===== src/rtl/distance_calc_seq_if.sv =====
// Request/result bundle between the redundancy detector (master) and the
// distance calculator (slave). Signal prefixes are from the calculator's side.
interface distance_calc_seq_if #(
  parameter int WORD_WIDTH = 8,
  parameter int DIST_WIDTH = 7,
  parameter int MAX_C_SIZE = 128
);
  logic                  i_in_valid;
  logic                  o_in_ready;
  logic [WORD_WIDTH-1:0] i_idx1;
  logic [WORD_WIDTH-1:0] i_idx2;
  logic [WORD_WIDTH-1:0] i_ow;
  logic [WORD_WIDTH-1:0] i_fw;
  logic [WORD_WIDTH-1:0] i_st;
  logic                  o_out_valid;
  logic                  i_out_ready;
  logic [DIST_WIDTH-1:0] o_dr;
  logic [MAX_C_SIZE-1:0] o_except;
  logic                  o_exc_ovf;
  logic                  o_exc_stride;
  logic                  o_exc_div0;
  logic                  o_exc_order;

  modport slave (
    input  i_in_valid, i_idx1, i_idx2, i_ow, i_fw, i_st, i_out_ready,
    output o_in_ready, o_out_valid, o_dr, o_except,
           o_exc_ovf, o_exc_stride, o_exc_div0, o_exc_order
  );

  modport master (
    output i_in_valid, i_idx1, i_idx2, i_ow, i_fw, i_st, i_out_ready,
    input  o_in_ready, o_out_valid, o_dr, o_except,
           o_exc_ovf, o_exc_stride, o_exc_div0, o_exc_order
  );
endinterface


===== src/rtl/distance_calc_seq.sv =====
// Sequential distance calculator for redundant weight pairs. One shared
// restoring divider (one quotient bit per cycle) replaces all dividers; the
// exception mask is then built one output column per cycle.
module distance_calc_seq #(
  parameter int WORD_WIDTH = 8,
  parameter int DIST_WIDTH = 7,
  parameter int MAX_C_SIZE = 128
) (
  input logic                clk,
  input logic                reset_n,
  distance_calc_seq_if.slave bus
);
  localparam int W     = WORD_WIDTH;
  localparam int W2    = 2 * WORD_WIDTH;
  localparam int DW    = DIST_WIDTH;
  localparam int C     = MAX_C_SIZE;
  localparam int CNT_W = $clog2(W2);
  localparam int COL_W = $clog2(C);
  localparam logic [CNT_W-1:0] LAST_W   = CNT_W'(W - 1);
  localparam logic [CNT_W-1:0] LAST_2W  = CNT_W'(W2 - 1);
  localparam logic [COL_W-1:0] LAST_COL = COL_W'(C - 1);

  typedef enum logic [3:0] {
    S_IDLE, S_DIV1, S_DIV2, S_DVS, S_DHS, S_MUL, S_DR, S_COL, S_DONE
  } state_t;

  state_t r_state, w_nextState;

  logic [W-1:0]     r_idx1, r_idx2, r_ow, r_fw, r_st;
  logic             r_order;
  logic [W2-1:0]    r_quo;
  logic [W-1:0]     r_rem;
  logic [CNT_W-1:0] r_bitCnt;
  logic [W-1:0]     r_do1, r_mo1, r_dv, r_dh, r_d, r_q;
  logic             r_strideExc, r_ovfExc;
  logic [DW-1:0]    r_drWork;
  logic [COL_W-1:0] r_col;
  logic [W-1:0]     r_oc;
  logic [C-1:0]     r_exceptWork;

  logic [DW-1:0]    r_outDr;
  logic [C-1:0]     r_outExcept;
  logic             r_outOvf, r_outStride, r_outDiv0, r_outOrder;

  logic             w_accept, w_div0, w_swap;
  logic [W-1:0]     w_lo, w_hi, w_divisor;
  logic [W:0]       w_remShift;
  logic             w_geq;
  logic [W-1:0]     w_remNext;
  logic [W2-1:0]    w_quoNext;
  logic [W-1:0]     w_dv, w_dh, w_owMinusFw, w_ocMinusQ;
  logic [W2-1:0]    w_drNst;
  logic             w_colBit;
  logic [C-1:0]     w_exceptFinal;

  assign w_accept = bus.i_in_valid && (r_state == S_IDLE);
  assign w_div0   = (bus.i_fw == '0) || (bus.i_st == '0) || (bus.i_ow == '0);
  assign w_swap   = bus.i_idx1 > bus.i_idx2;
  assign w_lo     = w_swap ? bus.i_idx2 : bus.i_idx1;
  assign w_hi     = w_swap ? bus.i_idx1 : bus.i_idx2;

  // The column-position divisions use fw, every later division uses st.
  assign w_divisor  = (r_state == S_DIV1 || r_state == S_DIV2) ? r_fw : r_st;
  assign w_remShift = {r_rem, r_quo[W2-1]};
  assign w_geq      = w_remShift >= {1'b0, w_divisor};
  assign w_remNext  = W'(w_geq ? (w_remShift - {1'b0, w_divisor}) : w_remShift);
  assign w_quoNext  = {r_quo[W2-2:0], w_geq};

  assign w_dv        = w_quoNext[W-1:0] - r_do1;
  assign w_dh        = w_remNext - r_mo1;
  assign w_owMinusFw = r_ow - r_fw;
  assign w_drNst     = ({{W{1'b0}}, w_owMinusFw} * {{W{1'b0}}, r_dv}) + {{W{1'b0}}, r_d};

  assign w_ocMinusQ = r_oc - r_q;
  assign w_colBit   = (r_oc < r_q) || (w_ocMinusQ >= r_ow) || r_ovfExc || r_strideExc;

  // Column c's bit enters at the top and ends at bit c after the last shift.
  always_comb begin
    w_exceptFinal        = r_exceptWork >> 1;
    w_exceptFinal[C-1]   = w_colBit;
  end

  // State register.
  always_ff @(posedge clk or negedge reset_n) begin
    if (!reset_n) r_state <= S_IDLE;
    else          r_state <= w_nextState;
  end

  // Next-state sequencing through the divide, multiply and column phases.
  always_comb begin
    w_nextState = r_state;
    case (r_state)
      S_IDLE: if (bus.i_in_valid) w_nextState = w_div0 ? S_DONE : S_DIV1;
      S_DIV1: if (r_bitCnt == LAST_W) w_nextState = S_DIV2;
      S_DIV2: if (r_bitCnt == LAST_W) w_nextState = S_DVS;
      S_DVS:  if (r_bitCnt == LAST_W) w_nextState = S_DHS;
      S_DHS:  if (r_bitCnt == LAST_W) w_nextState = S_MUL;
      S_MUL:  w_nextState = S_DR;
      S_DR:   if (r_bitCnt == LAST_2W) w_nextState = S_COL;
      S_COL:  if (r_col == LAST_COL) w_nextState = S_DONE;
      S_DONE: if (bus.i_out_ready) w_nextState = S_IDLE;
      default: w_nextState = S_IDLE;
    endcase
  end

  // Datapath: operand capture, shared divider steps, result publication.
  always_ff @(posedge clk or negedge reset_n) begin
    if (!reset_n) begin
      r_idx1 <= '0; r_idx2 <= '0; r_ow <= '0; r_fw <= '0; r_st <= '0;
      r_order <= 1'b0; r_quo <= '0; r_rem <= '0; r_bitCnt <= '0;
      r_do1 <= '0; r_mo1 <= '0; r_dv <= '0; r_dh <= '0; r_d <= '0; r_q <= '0;
      r_strideExc <= 1'b0; r_ovfExc <= 1'b0; r_drWork <= '0;
      r_col <= '0; r_oc <= '0; r_exceptWork <= '0;
      r_outDr <= '0; r_outExcept <= '0;
      r_outOvf <= 1'b0; r_outStride <= 1'b0; r_outDiv0 <= 1'b0; r_outOrder <= 1'b0;
    end else begin
      case (r_state)
        S_IDLE: begin
          if (w_accept) begin
            r_idx1 <= w_lo; r_idx2 <= w_hi;
            r_ow <= bus.i_ow; r_fw <= bus.i_fw; r_st <= bus.i_st;
            r_order <= w_swap;
            r_quo <= {w_lo, {W{1'b0}}}; r_rem <= '0; r_bitCnt <= '0;
            if (w_div0) begin
              r_outDr <= '0; r_outExcept <= '1;
              r_outOvf <= 1'b0; r_outStride <= 1'b0;
              r_outDiv0 <= 1'b1; r_outOrder <= w_swap;
            end
          end
        end
        S_DIV1, S_DIV2, S_DVS, S_DHS, S_DR: begin
          r_quo <= w_quoNext; r_rem <= w_remNext;
          r_bitCnt <= r_bitCnt + CNT_W'(1);
          if (r_state == S_DIV1 && r_bitCnt == LAST_W) begin
            r_do1 <= w_quoNext[W-1:0]; r_mo1 <= w_remNext;
            r_quo <= {r_idx2, {W{1'b0}}}; r_rem <= '0; r_bitCnt <= '0;
          end
          if (r_state == S_DIV2 && r_bitCnt == LAST_W) begin
            r_dv <= w_dv; r_dh <= w_dh; r_d <= r_idx2 - r_idx1;
            r_quo <= {w_dv, {W{1'b0}}}; r_rem <= '0; r_bitCnt <= '0;
          end
          if (r_state == S_DVS && r_bitCnt == LAST_W) begin
            r_strideExc <= (w_remNext != '0);
            r_quo <= {r_dh, {W{1'b0}}}; r_rem <= '0; r_bitCnt <= '0;
          end
          if (r_state == S_DHS && r_bitCnt == LAST_W) begin
            r_q <= w_quoNext[W-1:0];
            r_strideExc <= r_strideExc || (w_remNext != '0);
          end
          if (r_state == S_DR && r_bitCnt == LAST_2W) begin
            r_drWork <= w_quoNext[DW-1:0];
            r_ovfExc <= |w_quoNext[W2-1:DW];
            r_col <= '0; r_oc <= '0;
          end
        end
        S_MUL: begin
          r_quo <= w_drNst; r_rem <= '0; r_bitCnt <= '0;
        end
        S_COL: begin
          r_exceptWork <= w_exceptFinal;
          r_col <= r_col + COL_W'(1);
          r_oc <= (r_oc == r_ow - W'(1)) ? '0 : r_oc + W'(1);
          if (r_col == LAST_COL) begin
            r_outDr <= r_drWork; r_outExcept <= w_exceptFinal;
            r_outOvf <= r_ovfExc; r_outStride <= r_strideExc;
            r_outDiv0 <= 1'b0; r_outOrder <= r_order;
          end
        end
        default: ;
      endcase
    end
  end

  assign bus.o_in_ready   = (r_state == S_IDLE);
  assign bus.o_out_valid  = (r_state == S_DONE);
  assign bus.o_dr         = r_outDr;
  assign bus.o_except     = r_outExcept;
  assign bus.o_exc_ovf    = r_outOvf;
  assign bus.o_exc_stride = r_outStride;
  assign bus.o_exc_div0   = r_outDiv0;
  assign bus.o_exc_order  = r_outOrder;
endmodule


===== src/flat_wrapper.sv =====
// flat-port wrapper written by rule: the top's interface ports become plain ports
module distance_calc_seq_flat 
#(
  parameter int WORD_WIDTH = 8,
  parameter int DIST_WIDTH = 7,
  parameter int MAX_C_SIZE = 128
)
  (clk, reset_n, bus_i_in_valid, bus_i_idx1, bus_i_idx2, bus_i_ow, bus_i_fw, bus_i_st, bus_i_out_ready, bus_o_in_ready, bus_o_out_valid, bus_o_dr, bus_o_except, bus_o_exc_ovf, bus_o_exc_stride, bus_o_exc_div0, bus_o_exc_order);
  distance_calc_seq_if #(.WORD_WIDTH(WORD_WIDTH), .DIST_WIDTH(DIST_WIDTH), .MAX_C_SIZE(MAX_C_SIZE)) bus_i ();
  input logic clk;
  input logic reset_n;
  input wire logic [$bits(bus_i.i_in_valid)-1:0] bus_i_in_valid;
  input wire logic [$bits(bus_i.i_idx1)-1:0] bus_i_idx1;
  input wire logic [$bits(bus_i.i_idx2)-1:0] bus_i_idx2;
  input wire logic [$bits(bus_i.i_ow)-1:0] bus_i_ow;
  input wire logic [$bits(bus_i.i_fw)-1:0] bus_i_fw;
  input wire logic [$bits(bus_i.i_st)-1:0] bus_i_st;
  input wire logic [$bits(bus_i.i_out_ready)-1:0] bus_i_out_ready;
  output wire logic [$bits(bus_i.o_in_ready)-1:0] bus_o_in_ready;
  output wire logic [$bits(bus_i.o_out_valid)-1:0] bus_o_out_valid;
  output wire logic [$bits(bus_i.o_dr)-1:0] bus_o_dr;
  output wire logic [$bits(bus_i.o_except)-1:0] bus_o_except;
  output wire logic [$bits(bus_i.o_exc_ovf)-1:0] bus_o_exc_ovf;
  output wire logic [$bits(bus_i.o_exc_stride)-1:0] bus_o_exc_stride;
  output wire logic [$bits(bus_i.o_exc_div0)-1:0] bus_o_exc_div0;
  output wire logic [$bits(bus_i.o_exc_order)-1:0] bus_o_exc_order;
  assign bus_i.i_in_valid = bus_i_in_valid;
  assign bus_i.i_idx1 = bus_i_idx1;
  assign bus_i.i_idx2 = bus_i_idx2;
  assign bus_i.i_ow = bus_i_ow;
  assign bus_i.i_fw = bus_i_fw;
  assign bus_i.i_st = bus_i_st;
  assign bus_i.i_out_ready = bus_i_out_ready;
  assign bus_o_in_ready = bus_i.o_in_ready;
  assign bus_o_out_valid = bus_i.o_out_valid;
  assign bus_o_dr = bus_i.o_dr;
  assign bus_o_except = bus_i.o_except;
  assign bus_o_exc_ovf = bus_i.o_exc_ovf;
  assign bus_o_exc_stride = bus_i.o_exc_stride;
  assign bus_o_exc_div0 = bus_i.o_exc_div0;
  assign bus_o_exc_order = bus_i.o_exc_order;
  distance_calc_seq #(.WORD_WIDTH(WORD_WIDTH), .DIST_WIDTH(DIST_WIDTH), .MAX_C_SIZE(MAX_C_SIZE)) u_core (.clk(clk), .reset_n(reset_n), .bus(bus_i));
endmodule

===== config.mk =====
export PLATFORM = sky130hd
export DESIGN_NAME = distance_calc_seq_flat
export DESIGN_NICKNAME = d
export VERILOG_FILES = /design/src/rtl/distance_calc_seq_if.sv /design/src/rtl/distance_calc_seq.sv /design/src/flat_wrapper.sv
export SDC_FILE = /design/constraint.sdc
export NUM_CORES = 1
export LEC_CHECK = 0
export CORE_MARGIN = 2
export CORE_UTILIZATION = 59
export DETAILED_ROUTE_END_ITERATION = 10
export PLACE_DENSITY = 0.9
export SETUP_SLACK_MARGIN = 0.2
export SLEW_MARGIN = 20
export SYNTH_ARGS = -nofsm -noshare
export SYNTH_HDL_FRONTEND = slang
export SYNTH_SLANG_ARGS = --single-unit

===== constraint.sdc =====
create_clock -name clk -period 6.7 [get_ports clk]
set_clock_uncertainty 0.2 [all_clocks]
set_input_delay 1.675 -clock clk [delete_from_list [all_inputs] [get_ports clk]]
set_output_delay 1.675 -clock clk [all_outputs]
set_load 0.01 [all_outputs]

Word-level counts from Yosys, hierarchy flattened
Index checks and enable logic that the tools add are counted.
W data, S select, Z words.
Word-level totals
  bits in registers: 412
  input bits: 44
  output and inout port bits: 141
  logic and storage cells: 159
Operators by class
  add/subtract/negate cells: 11
  multipliers: 1
  $lt $le $gt $ge: 4
  eq/ne operators: 23
  multiplexer cells: 58
  reductions and logical operators: 34
Operators by type and width (number)
  $mux W128: 3
  $pmux W128 S2: 1
  $mux W8: 10
  $mux W16: 4
  $mux W4: 13
  $pmux W16 S3: 1
  $sub A8 B8 Y8: 6
  $pmux W4 S9: 1
  $mux W7: 4
  $pmux W7 S2: 2
  $logic_not A8 Y1: 3
  $pmux W8 S3: 1
  $eq A4 B3 Y1 const B: 5
  $add A16 B8 Y16: 1
  $mul A8 B8 Y16: 1
  $pmux W8 S2: 1
  $reduce_and A2 Y1: 8
  $ne A2 B2 Y1 const B: 7
  $mux W1: 12
  $pmux W4 S3: 1
  $ge A9 B8 Y1: 1
  $reduce_or A9 Y1: 1
  $add A8 B1 Y8 const B: 1
  $eq A4 B2 Y1 const B: 2
  21 further kinds: 41

Depth between registers and ports, before layout
  depth after elaboration: 9
  gate-level depth with buffers: 24

Worst setup path after synthesis
Ideal clock, no wire load.
  kind: reg2reg
  from: reg u_core.r_fw[1]
  to: reg u_core.r_quo[13]
  arrival time: 5.746 ns
  data required time: 6.350 ns
  setup slack: 0.604 ns
  cell stages (with the launch flop): 23
  path buffers: 0
  clock period less this slack: 6.096 ns
  cell sequence: dfrtp_1 inv_1 ha_1 nor2b_1 o21ai_0 a21boi_0 o21a_1 o41ai_4 mux2_2 fa_1 inv_1 fa_1 fa_1 inv_1 fa_1 inv_1 ha_1 o21ai_0 a211oi_1 nor2_1 mux2_2 o21ai_0 a41oi_1
On the way
  cells in the longest elaborated chain, start to end: 6
  elaborated cells between the ends (all ways): 9
Ends and longest elaborated chain
  start: declaration: RTL line distance_calc_seq.sv:29  | logic [W-1:0] r_idx1, r_idx2, r_ow, r_fw, r_st;
  start signal: assignment: RTL line distance_calc_seq.sv:121  | r_ow <= bus.i_ow; r_fw <= bus.i_fw; r_st <= bus.i_st;
  branches (longest 5 deep; another with $mul A8 B8 Y16)
  $pmux W16 S3 (*): RTL line distance_calc_seq.sv:117  | case (r_state)
  end signal: assignment: RTL line distance_calc_seq.sv:132  | r_quo <= w_quoNext; r_rem <= w_remNext;
  end: declaration: RTL line distance_calc_seq.sv:31  | logic [W2-1:0] r_quo;
Every way passes the cells marked *.
A chain may end at the register's enable or synchronous reset.

Worst setup path after layout
  from: reg u_core.r_ow[0]
  to: reg u_core.r_quo[12]
On the way
  cells in the longest elaborated chain, start to end: 4
Ends and longest elaborated chain
  start: declaration: RTL line distance_calc_seq.sv:29
  start signal: assignment: RTL line distance_calc_seq.sv:121
  $sub A8 B8 Y8: RTL line distance_calc_seq.sv:71  | assign w_owMinusFw = r_ow - r_fw;
  $mul A8 B8 Y16: RTL line distance_calc_seq.sv:72  | assign w_drNst = ({{W{1'b0}}, w_owMinusFw} * {{W{1'b0}}, r_dv}) + {{W{1'b0}}, r_d};
  $add A16 B8 Y16: RTL line distance_calc_seq.sv:72
  $pmux W16 S3: RTL line distance_calc_seq.sv:117
No other way between the ends.

==> impl_metrics.py <==
metrics = {
    "status": {
        "status": "finished, final reports clean",
    },
    "synthesis": {
        "ys_ff_latch": 411,
        "synth_cells": 2484,
        "yosysUniqueCellTypes": 67,
        "yosysTopAreaCell": "dfrtp_1",
        "yosysWarnings": 0,
        "syn-num-nets": 2678,
        "synth_most_common_cell": "nand2_1",
        "ys_top_cells_by_area": "dfrtp_1 47%, nand2_1 10%, ha_1 5.7%",
        "synth-main-ff-cell": "dfrtp_1",
        "synthArstFlopShare": 1.000,
        "netlist_area_um2": 22020,
        "ys_top_cells_by_count": "591 x nand2_1, 411 x dfrtp_1, 273 x inv_1",
        "yosysSeqAreaShare": 0.4672,
        "syn-mean-instance-area_um2": 8.863,
        "yosysTopAreaCellShare": 0.4672,
        "synth-edff-count": 0,
    },
    "layout": {
        "drive_gt1_frac": 0.06125,
        "final_nets": 2806,
        "seq_area_um2": 10290,
        "fill_cells": 2586,
        "multi_input_area_um2": 10240,
        "syn2layout_area_growth_pct": 16.86,
    },
    "timing": {
        "holdWs_ps": 280.5,
        "worstMarginPinSlew_ps": 1002,
        "grt_setup_unrepaired": "no",
        "max_freq_mhz": 160.6,
        "maxSlewHeadroom": 0.3296,
        "slew_viol_final": 0,
        "setup_violations": 0,
        "finalCritPeriodShare": 0.9292,
        "post-route-min-period_ps": 6226,
        "hold_violations": 0,
        "tns_ps": 0,
    },
    "global_route": {
        "grt_max_degree": 137,
        "antenna_found_initial": 0,
        "grt_pass1_wl_mm": 90.34,
        "grt_pass1_vias": 17890,
        "grt-ovfl-total": 0,
        "track_usage": 0.2897,
    },
    "power_and_ir_drop": {
        "cellLeakagePower_nw": 12.94,
        "ir_drop_uv": 335.4,
        "p_total_mw": 10.80,
        "p_per_area_nw_per_um2": 419.8,
    },
    "flow_run": {
        "cap_viol_max_count": 0,
    },
    "worst_setup_path": {
        "critPathKind": "reg -> reg",
        "critPathLaunchType": "register",
        "endpoint_kind": "register",
        "crit_fanout": 6,
        "crit_required_ps": 6950,
        "worstPathArrival_ps": 6470,
    },
    "clocking": {
        "cts_root_buffer": "clkbuf_16",
        "cts_max_level": 2,
        "cts_inserted_buffers": 42,
        "clockBufferDepth": 3,
        "clk_pin_slew_worst_paths_ps": 60,
        "clock_latency_ps": 570,
        "clock-sinks": 411,
        "postCtsHoldBufs": 0,
        "tritoncts": "done",
    },
    "floorplan": {
        "core_area_um2": 36700,
        "io_pins": 185,
        "fp-row-count": 70,
        "initial_core_util": 0.5999,
        "die_h_um": 197.2,
        "die_w_um": 197.2,
        "dieArea_um2": 38880,
    },
    "detailed_routing": {
        "firstDrtPassIters": 7,
        "routed_wl_mm": 55.38,
        "first_iter_violations": 1326,
        "ant_nets": 0,
        "drc": 0,
        "vias_per_cell": 5.807,
        "wl_per_cell_um": 17.78,
        "vias": 18080,
    },
    "place": {
        "dp_hpwl_mm": 38.29,
        "portBuffers": 184,
        "gp_congestion": 0.9731,
    },
    "hold_path": {
        "hold_path.class": "reg -> reg",
    },
}
[logic make-up after synthesis]
logic type	after synthesis	share of synthesized area
AOI/OAI and AO/OA	444	0.1214
DFF	411	0.4672
xor gates and xnor gates	52	0.02069
muxes	48	0.02381
buffers and inverters	400	0.07206
adders and majority gates	150	0.1023
and+or+nand+nor	979	0.1925
[layout make-up]
type / instances / area share
Sequential cell: 411 / 0.3998
Multi-Input combinational cell: 1673 / 0.3982
Timing Repair Buffer: 210 / 0.08277
Clock buffer: 54 / 0.04455
Inverter: 274 / 0.03998
Tap cell: 468 / 0.02276
Clock inverter: 23 / 0.01187
Antenna cell: 1 / 0.00009727
[cells in the final DEF (no fill, tap or decap), drive strengths merged, types with 17 or more instances in the layout]
cell	count
and3	18
a21o	17
xnor2	28
ha	100
nor3	152
a21oi	175
inv	274
fa	50
nor2	86
xor2	24
nor2b	18
clkdlybuf4s50	183
mux2	35
dfrtp	411
buf	27
and2	27
nand2	591
a31oi	26
clkbuf	54
nand3	21
o21ai	122
[worst max-delay path: stages (launching register included)]
cell	delay (ps)
dfrtp_2	420
inv_2	70
ha_1	160
inv_1	70
fa_2	410
a21o_1	180
a21oi_2	170
o21bai_1	100
a21oi_2	240
xnor2_4	200
nand2_1	140
fa_1	560
inv_1	50
fa_1	470
fa_1	490
inv_1	60
fa_1	520
inv_1	40
ha_1	370
and3_1	210
a221oi_2	280
o21ai_0	180
xor2_1	190
nand2_1	80
a41oi_1	250
[state kept, by name, indices dropped and copies added, names as in the netlist, 8 cells and up]
name                 flops
u_core.bus.o_except    128
u_core.r_exceptWork    127
u_core.r_st              8
u_core.r_q               8
u_core.r_dv              8
u_core.r_quo            16
u_core.r_idx2            8
u_core.r_idx1            8
u_core.r_d               8
u_core.r_ow              8
u_core.r_mo1             8
u_core.r_do1             8
u_core.r_rem             8
u_core.r_dh              8
u_core.r_fw              8
u_core.r_oc              8
[per-layer routing]
layer | routed length (µm) | GRT usage | part of all wire | vias up
li1 | - | - | - | 8447
met1 | 22540 | 0.3803 | 0.41 | 8770
met2 | 26410 | 0.4697 | 0.48 | 695
met3 | 3752 | 0.05054 | 0.068 | 172
met4 | 2677 | 0.1412 | 0.048 | 0
met5 | 0 | 0 | 0 | -
[repair_timing]
| item | in CTS | in global routing |
|---|---|---|
| buffers inserted | 0 | 5 |
| pin swaps | 1 | 6 |
| gates resized for setup | 4 | 14 |
| setup endpoints to repair | 4 | 8 |
[power breakdown]
group / switching [mW] / internal [mW]
sequential: 0.441 / 2.89
clock: 1.01 / 1.45
combinational: 3.03 / 1.98
total: 4.48 / 6.32
[metrics by stage]
step | instance area, µm² | cells | worst slack, ps | utilization
detailed placement | 24170 | 3031 | 84.30 | 0.6587
global route | 25720 | 3113 | 190.6 | 0.7010
global placement | 24170 | 3031 | 238.5 | 0.6587
finish | 25730 | 3114 | 474.1 | 0.7011
CTS | 25640 | 3108 | 209.1 | 0.6986
floorplan | 22020 | 2484 | 604.3 | -
[path summary, 6_finish.rpt]
check / startpoint / to / slack (ps) / depth (start not counted)
worst min-delay path: u_core.bus.o_dr[6]$_DFFE_PN0P_ / u_core.bus.o_dr[6]$_DFFE_PN0P_ / 280 / 2
worst min register to register: u_core.bus.o_dr[6]$_DFFE_PN0P_ / u_core.bus.o_dr[6]$_DFFE_PN0P_ / 280 / 2
max in group asynchronous: reset_n / u_core.r_idx1[7]$_DFFE_PN0P_ / 3980 / 2
min in group asynchronous: reset_n / u_core.bus.o_except[14]$_DFFE_PN0P_ / 1040 / 1
worst max register to register: u_core.r_ow[0]$_DFFE_PN0P_ / u_core.r_quo[12]$_DFFE_PN0P_ / 470 / 24
worst max-delay path: u_core.r_ow[0]$_DFFE_PN0P_ / u_core.r_quo[12]$_DFFE_PN0P_ / 470 / 24
No activity file was read; power rests on OpenSTA's default activity.
